<file path="config.mk">
export PLATFORM = sky130hd
export DESIGN_NAME = max_pool_stream
export DESIGN_NICKNAME = d
export VERILOG_FILES = /design/src/rtl/max_pool_stream.sv
export SDC_FILE = /design/constraint.sdc
export NUM_CORES = 1
export LEC_CHECK = 0
export CORE_MARGIN = 1
export CORE_UTILIZATION = 58
export CTS_BUF_LIST = sky130_fd_sc_hd__clkbuf_2
export DETAILED_ROUTE_END_ITERATION = 16
export PLACE_DENSITY_LB_ADDON = 0.1
export SLEW_MARGIN = 0
export SYNTH_ARGS = -nofsm -noshare
export SYNTH_HDL_FRONTEND = slang
export SYNTH_SLANG_ARGS = --single-unit
export TNS_END_PERCENT = 1
</file>
<file path="constraint.sdc">
create_clock -name clk -period 4.7 [get_ports clk]
set_input_delay 0.705 -clock clk [delete_from_list [all_inputs] [get_ports clk]]
set_output_delay 0.705 -clock clk [all_outputs]
set_load 0.05 [all_outputs]
</file>
<file path="src/rtl/max_pool_stream.sv">
// Streaming POOLxPOOL max-pool with stride POOL over a row-major image, CH signed channels per beat.
// A per-column partial buffer carries window maxima across rows; the running register covers the current row segment.
module max_pool_stream #(
  parameter int DW    = 16,
  parameter int CH    = 2,
  parameter int POOL  = 2,
  parameter int IMG_W = 24,
  parameter int IMG_H = 24
) (
  input  logic             clk,
  input  logic             rst_n,
  input  logic             clr,
  input  logic             relu_en,
  input  logic             in_valid,
  output logic             in_ready,
  input  logic [CH*DW-1:0] in_data,
  output logic             out_valid,
  input  logic             out_ready,
  output logic [CH*DW-1:0] out_data,
  output logic             frame_done
);
  localparam int NW = IMG_W / POOL;
  localparam int NH = IMG_H / POOL;
  localparam int PW = $clog2(POOL);
  localparam int XW = (NW > 1) ? $clog2(NW) : 1;
  localparam int RW = (NH > 1) ? $clog2(NH) : 1;
  localparam logic [PW-1:0] P_LAST = PW'(POOL - 1);
  localparam logic [XW-1:0] X_LAST = XW'(NW - 1);
  localparam logic [RW-1:0] R_LAST = RW'(NH - 1);

  // The column counter is kept split as (window index, offset within window).
  logic [PW-1:0]    pc_q, pc_d;
  logic [XW-1:0]    idx_q, idx_d;
  logic [PW-1:0]    wr_q, wr_d;
  logic [RW-1:0]    orow_q, orow_d;
  logic [CH*DW-1:0] run_q, run_d;
  logic             out_valid_q, out_valid_d;
  logic [CH*DW-1:0] out_data_q, out_data_d;
  logic             out_last_q, out_last_d;
  logic [CH*DW-1:0] part_q [NW];

  logic             accept;
  logic             first_px;
  logic             win_done;
  logic             part_we;
  logic [CH*DW-1:0] cur_all;
  logic [CH*DW-1:0] res_all;

  assign in_ready   = !out_valid_q | out_ready;
  assign accept     = in_valid & in_ready;
  assign first_px   = (pc_q == '0) && (wr_q == '0);
  assign win_done   = accept && (pc_q == P_LAST) && (wr_q == P_LAST);
  assign part_we    = accept && (pc_q == P_LAST) && !clr;
  assign out_valid  = out_valid_q;
  assign out_data   = out_data_q;
  assign frame_done = out_valid_q & out_ready & out_last_q & !clr;

  generate
    for (genvar gi = 0; gi < CH; gi++) begin : g_ch
      logic signed [DW-1:0] pix, prev, cur, res;
      assign pix  = in_data[gi*DW +: DW];
      // At a window's left edge the previous maximum comes from the rows above.
      assign prev = (pc_q == '0) ? part_q[idx_q][gi*DW +: DW] : run_q[gi*DW +: DW];
      assign cur  = first_px ? pix : ((pix > prev) ? pix : prev);
      assign res  = (relu_en && cur[DW-1]) ? '0 : cur;
      assign cur_all[gi*DW +: DW] = cur;
      assign res_all[gi*DW +: DW] = res;
    end
  endgenerate

  always_comb begin
    pc_d        = pc_q;
    idx_d       = idx_q;
    wr_d        = wr_q;
    orow_d      = orow_q;
    run_d       = run_q;
    out_valid_d = out_valid_q;
    out_data_d  = out_data_q;
    out_last_d  = out_last_q;
    if (accept) begin
      run_d = cur_all;
      if (pc_q == P_LAST) begin
        pc_d = '0;
        if (idx_q == X_LAST) begin
          idx_d = '0;
          if (wr_q == P_LAST) begin
            wr_d   = '0;
            orow_d = (orow_q == R_LAST) ? '0 : orow_q + RW'(1);
          end else begin
            wr_d = wr_q + PW'(1);
          end
        end else begin
          idx_d = idx_q + XW'(1);
        end
      end else begin
        pc_d = pc_q + PW'(1);
      end
    end
    if (out_valid_q && out_ready) begin
      out_valid_d = 1'b0;
    end
    if (win_done) begin
      out_valid_d = 1'b1;
      out_data_d  = res_all;
      out_last_d  = (orow_q == R_LAST) && (idx_q == X_LAST);
    end
    if (clr) begin
      pc_d        = '0;
      idx_d       = '0;
      wr_d        = '0;
      orow_d      = '0;
      run_d       = '0;
      out_valid_d = 1'b0;
      out_data_d  = '0;
      out_last_d  = 1'b0;
    end
  end

  always_ff @(posedge clk or negedge rst_n) begin
    if (!rst_n) begin
      pc_q        <= '0;
      idx_q       <= '0;
      wr_q        <= '0;
      orow_q      <= '0;
      run_q       <= '0;
      out_valid_q <= 1'b0;
      out_data_q  <= '0;
      out_last_q  <= 1'b0;
    end else begin
      pc_q        <= pc_d;
      idx_q       <= idx_d;
      wr_q        <= wr_d;
      orow_q      <= orow_d;
      run_q       <= run_d;
      out_valid_q <= out_valid_d;
      out_data_q  <= out_data_d;
      out_last_q  <= out_last_d;
    end
  end

  always_ff @(posedge clk or negedge rst_n) begin
    if (!rst_n) begin
      for (int i = 0; i < NW; i++) part_q[i] <= '0;
    end else if (clr) begin
      for (int i = 0; i < NW; i++) part_q[i] <= '0;
    end else if (part_we) begin
      part_q[idx_q] <= cur_all;
    end
  end
endmodule

</file>
==> metrics <==
status completed; leakage power summed over all cells 10.4 nW; # placed instances 2459; Worst Hold Depth 2; Min-Delay Endpoint pc_q; horizontal die dimension 194 um; Max Clk Rate 225 MHz; Worst R2R Path Depth 17; synthesized-area fraction occupied by adder cells 2.17%; Final ANT Viol Nets 0; initial cell density of the core 59.4%; element type at the critical path start flip-flop; Top Family by Delay on Critical Path multiplexers; DRC viols 0; count of boundary I/O pins 73; Hold Startpoint clr; total number of nets in the final design 2194; final cell count without fillers 2655; synthesized-area fraction occupied by xor and xnor cells 0.0821%; standard-cell rows 69; number of antenna violations at the first check in global routing 1; Largest stage delay, worst path 0.75 ns; placeable core region 35900 um^2; H-Tree Level Count 3; TritonCTS Buffers 113; commonest cells after routing, fill and taps aside 456 x sky130_fd_sc_hd__dfrtp_1, 376 x sky130_fd_sc_hd__nand2_1, 361 x sky130_fd_sc_hd__o21ai_0; Req. time, crit path 5.57 ns; fraction of the yosys area taken by sequential cells 53.9%; All-Layer GR Usage 36.5%; proportion of synthesized area in mux cells 14.0%; routed vias 17.0k; die area 37600 um^2; kind of end point of the critical path flip-flop; launch instance of the worst register-to-register path idx_q[1]; number of buffers on the longest clock path 3; Max Cap Violations 0; period utilization 94.5%; share of cells above drive strength 1 19.4%; count of filler cells inserted in the layout 2837; cell area after synthesis 21300 um^2; count of final setup violators 0; Netlist cell types 50; DRT Wirelength 66800 um; die boundary height 194 um; time the worst path needs with I/O delays and setup 4.44 ns; worst hold slack 0.178 ns; area taken by flip-flops and latches 11500 um^2; register-to-register path setup slack 0.26 ns; Final TNS setup 0 ns; Final Max Tran Viols 0; number of synthesized flops with an enable pin 0; slew of the pin with the lowest slew margin 0.896 ns; top fanout value on the critical path 25; number of instances resized during post-cts repair 0; count of endpoints failing hold in the final timing report 0; cell with the biggest individual delay on the critical path sky130_fd_sc_hd__dfrtp_4; simple-gate area share of the yosys netlist 9.98%; class of the tightest hold or removal check in2reg; crit path DAT 5.32 ns; cell-by-cell trace of the critical path buf_4 > mux4_2 > mux2i_1 > o22ai_1 > mux2_2 > inv_1 > ha_1 > a21oi_1 > o21ai_0 > a211oi_1 > nor3_1 > o21ai_1 > o21ai_2 > buf_12 > mux2i_1 > buf_4 > o21ai_0; Worst Setup Path Type reg2reg; Placer Congestion 0.871; worst-case headroom to the max-slew limit 40.3%; Synth Area in Compound Gates 15.3%; mean area per synthesized cell 10.6 um^2; most common library cell in the layout ignoring fill and taps sky130_fd_sc_hd__dfrtp_1; most instantiated flip-flop cell in the synthesis netlist sky130_fd_sc_hd__dfrtp_1; clock latency on the worst-skew pair 1.08 ns; destination of the worst register-to-register timing path part_q[216]; multi-input gate area in the final layout 8940 um^2; power density relative to cell area 314 nW/um^2; register bit total from synthesis 460; cell at the root of the clock tree sky130_fd_sc_hd__clkbuf_2; detailed-route wire length per cell 25.1 um; Post-Syn Instances 2005; largest net degree at the start of global routing 123; sum of net half-perimeters after detailed placement 39100 um; main combinational cell family by area after synthesis compound AO/OA/AOI/OAI gates; unrepaired setup endpoints after global routing no; post-synthesis net count 2080; Pre-Repair DR Iteration Count 7; number of buffer cells added on primary ports 72; CP Buf/Inv Count 4; synthesis warning total 0; area grow syn2layout 12.3%; Sink Count 460; vias in the first global route 17.1k; total congestion overflow after global routing 0; Max IR drop VDD 0.171 mV; wire length of the first global-routing pass 103000 um; CTS tree yes; share of flip-flops with an asynchronous set or reset 100%; Final Skew 0.0849 ns; Finished Core Util 66.7%; clk slew on worst S/H paths 0.11 ns; Iteration-0 DRC Markers 1833; routed via count divided by cell count 6.40
per-stage QoR:
step | worst slack, ns | cell area (um^2) | total power, mW
detailed placement | 0.196 | 22900 | 4.90
global route | 0.0360 | 24000 | 7.84
floorplan | 0.187 | 21300 | 4.52
finish | 0.257 | 24000 | 7.52
CTS | 0.119 | 23900 | 7.54
global placement | 0.273 | 22900 | 4.88
cell usage after synthesis, types with 2 or more instances:
cell                       count  area [um^2]
sky130_fd_sc_hd__a211oi_1     89          668
sky130_fd_sc_hd__a21o_1        4         30.0
sky130_fd_sc_hd__a21oi_1      41          205
sky130_fd_sc_hd__a22oi_1      16          120
sky130_fd_sc_hd__a311oi_1      9         78.8
sky130_fd_sc_hd__a311oi_2      3         45.0
sky130_fd_sc_hd__and2_1        7         43.8
sky130_fd_sc_hd__buf_1         5         18.8
sky130_fd_sc_hd__buf_2        19         95.1
sky130_fd_sc_hd__buf_6         5         56.3
sky130_fd_sc_hd__clkbuf_1    151          567
sky130_fd_sc_hd__dfrtp_1     460        11500
sky130_fd_sc_hd__ha_1         37          463
sky130_fd_sc_hd__inv_1        55          206
sky130_fd_sc_hd__mux2_2       15          169
sky130_fd_sc_hd__mux2i_1      64          641
sky130_fd_sc_hd__mux4_2       96         2160
sky130_fd_sc_hd__nand2_1     376         1410
sky130_fd_sc_hd__nand2b_1      2         12.5
sky130_fd_sc_hd__nand3_1       4         20.0
sky130_fd_sc_hd__nand3b_1      3         22.5
sky130_fd_sc_hd__nand4_1       5         31.3
sky130_fd_sc_hd__nor2_1      108          405
sky130_fd_sc_hd__nor2b_1       7         43.8
sky130_fd_sc_hd__nor3_1        8         40.0
sky130_fd_sc_hd__nor3b_1       3         22.5
sky130_fd_sc_hd__o21ai_0     361         1810
sky130_fd_sc_hd__o21ai_1       2         10.0
sky130_fd_sc_hd__o21ai_2      10         87.6
sky130_fd_sc_hd__o22ai_1      17          106
sky130_fd_sc_hd__o41ai_1       2         17.5
sky130_fd_sc_hd__or4_1         2         15.0
sky130_fd_sc_hd__xnor2_1       2         17.5
routing by layer:
layer	up-vias	wire length, um	track usage (%)
met5	-	0	0
met4	0	2670	16.5
met3	171	7880	10.5
met2	988	29100	52.6
met1	8500	27100	51.9
li1	7327	-	-
how the worst max path moves through the flow:
stage | end | start | slack, ns | cells after the start
2_1_floorplan | part_q[102] | idx_q[0] | 0.19 | 17
3_3_place_gp | part_q[120] | idx_q[0] | 0.27 | 17
3_5_place_dp | part_q[216] | idx_q[0] | 0.20 | 17
4_1_cts | part_q[216] | idx_q[0] | 0.12 | 17
5_1_grt | part_q[216] | idx_q[1] | 0.04 | 17
6_report | part_q[216] | idx_q[1] | 0.26 | 17
sequential cells by signal, summed over array words and instances (netlist names):
signal,count
wr_q,1
out_last_q,1
part_q,384
run_q,32
orow_q,4
idx_q,4
pc_q,1
out_data,32
out_valid,1
cell type report:
cell class,instances,area share (%)
sequential,460,48.1
multi-input combinational,1308,37.3
timing repair buffer,181,7.15
clock buffer,157,3.28
tap,461,2.41
clock inverter,32,0.862
inverter,55,0.862
antenna,1,0.0104
report_power, final:
| group | switching [mW] | total [mW] | internal, mW |
|---|---|---|---|
| clock network | 1.62 | 2.68 | 1.06 |
| registers | 0.0246 | 4.02 | 3.99 |
| logic | 0.555 | 0.821 | 0.266 |
| total | 2.20 | 7.52 | 5.32 |
what timing repair did:
item / in CTS / in global routing
setup endpoints to repair: 0 / 62
endpoints found under the hold margin: 94 / 0
setup buffers: 0 / 4
hold buffers: 1 / 0
cells by family (layout without fill, tap and decap cells):
logic type | Yosys count | count (layout)
AOI/OAI and AO/OA | 561 | 561
buffers and inverters | 237 | 425
DFF | 460 | 460
xor gates and xnor gates | 2 | 2
adders and majority gates | 37 | 37
and+or+nand+nor | 532 | 532
muxes | 176 | 176
other | 0 | 1
(Power assumes the default switching activity.)
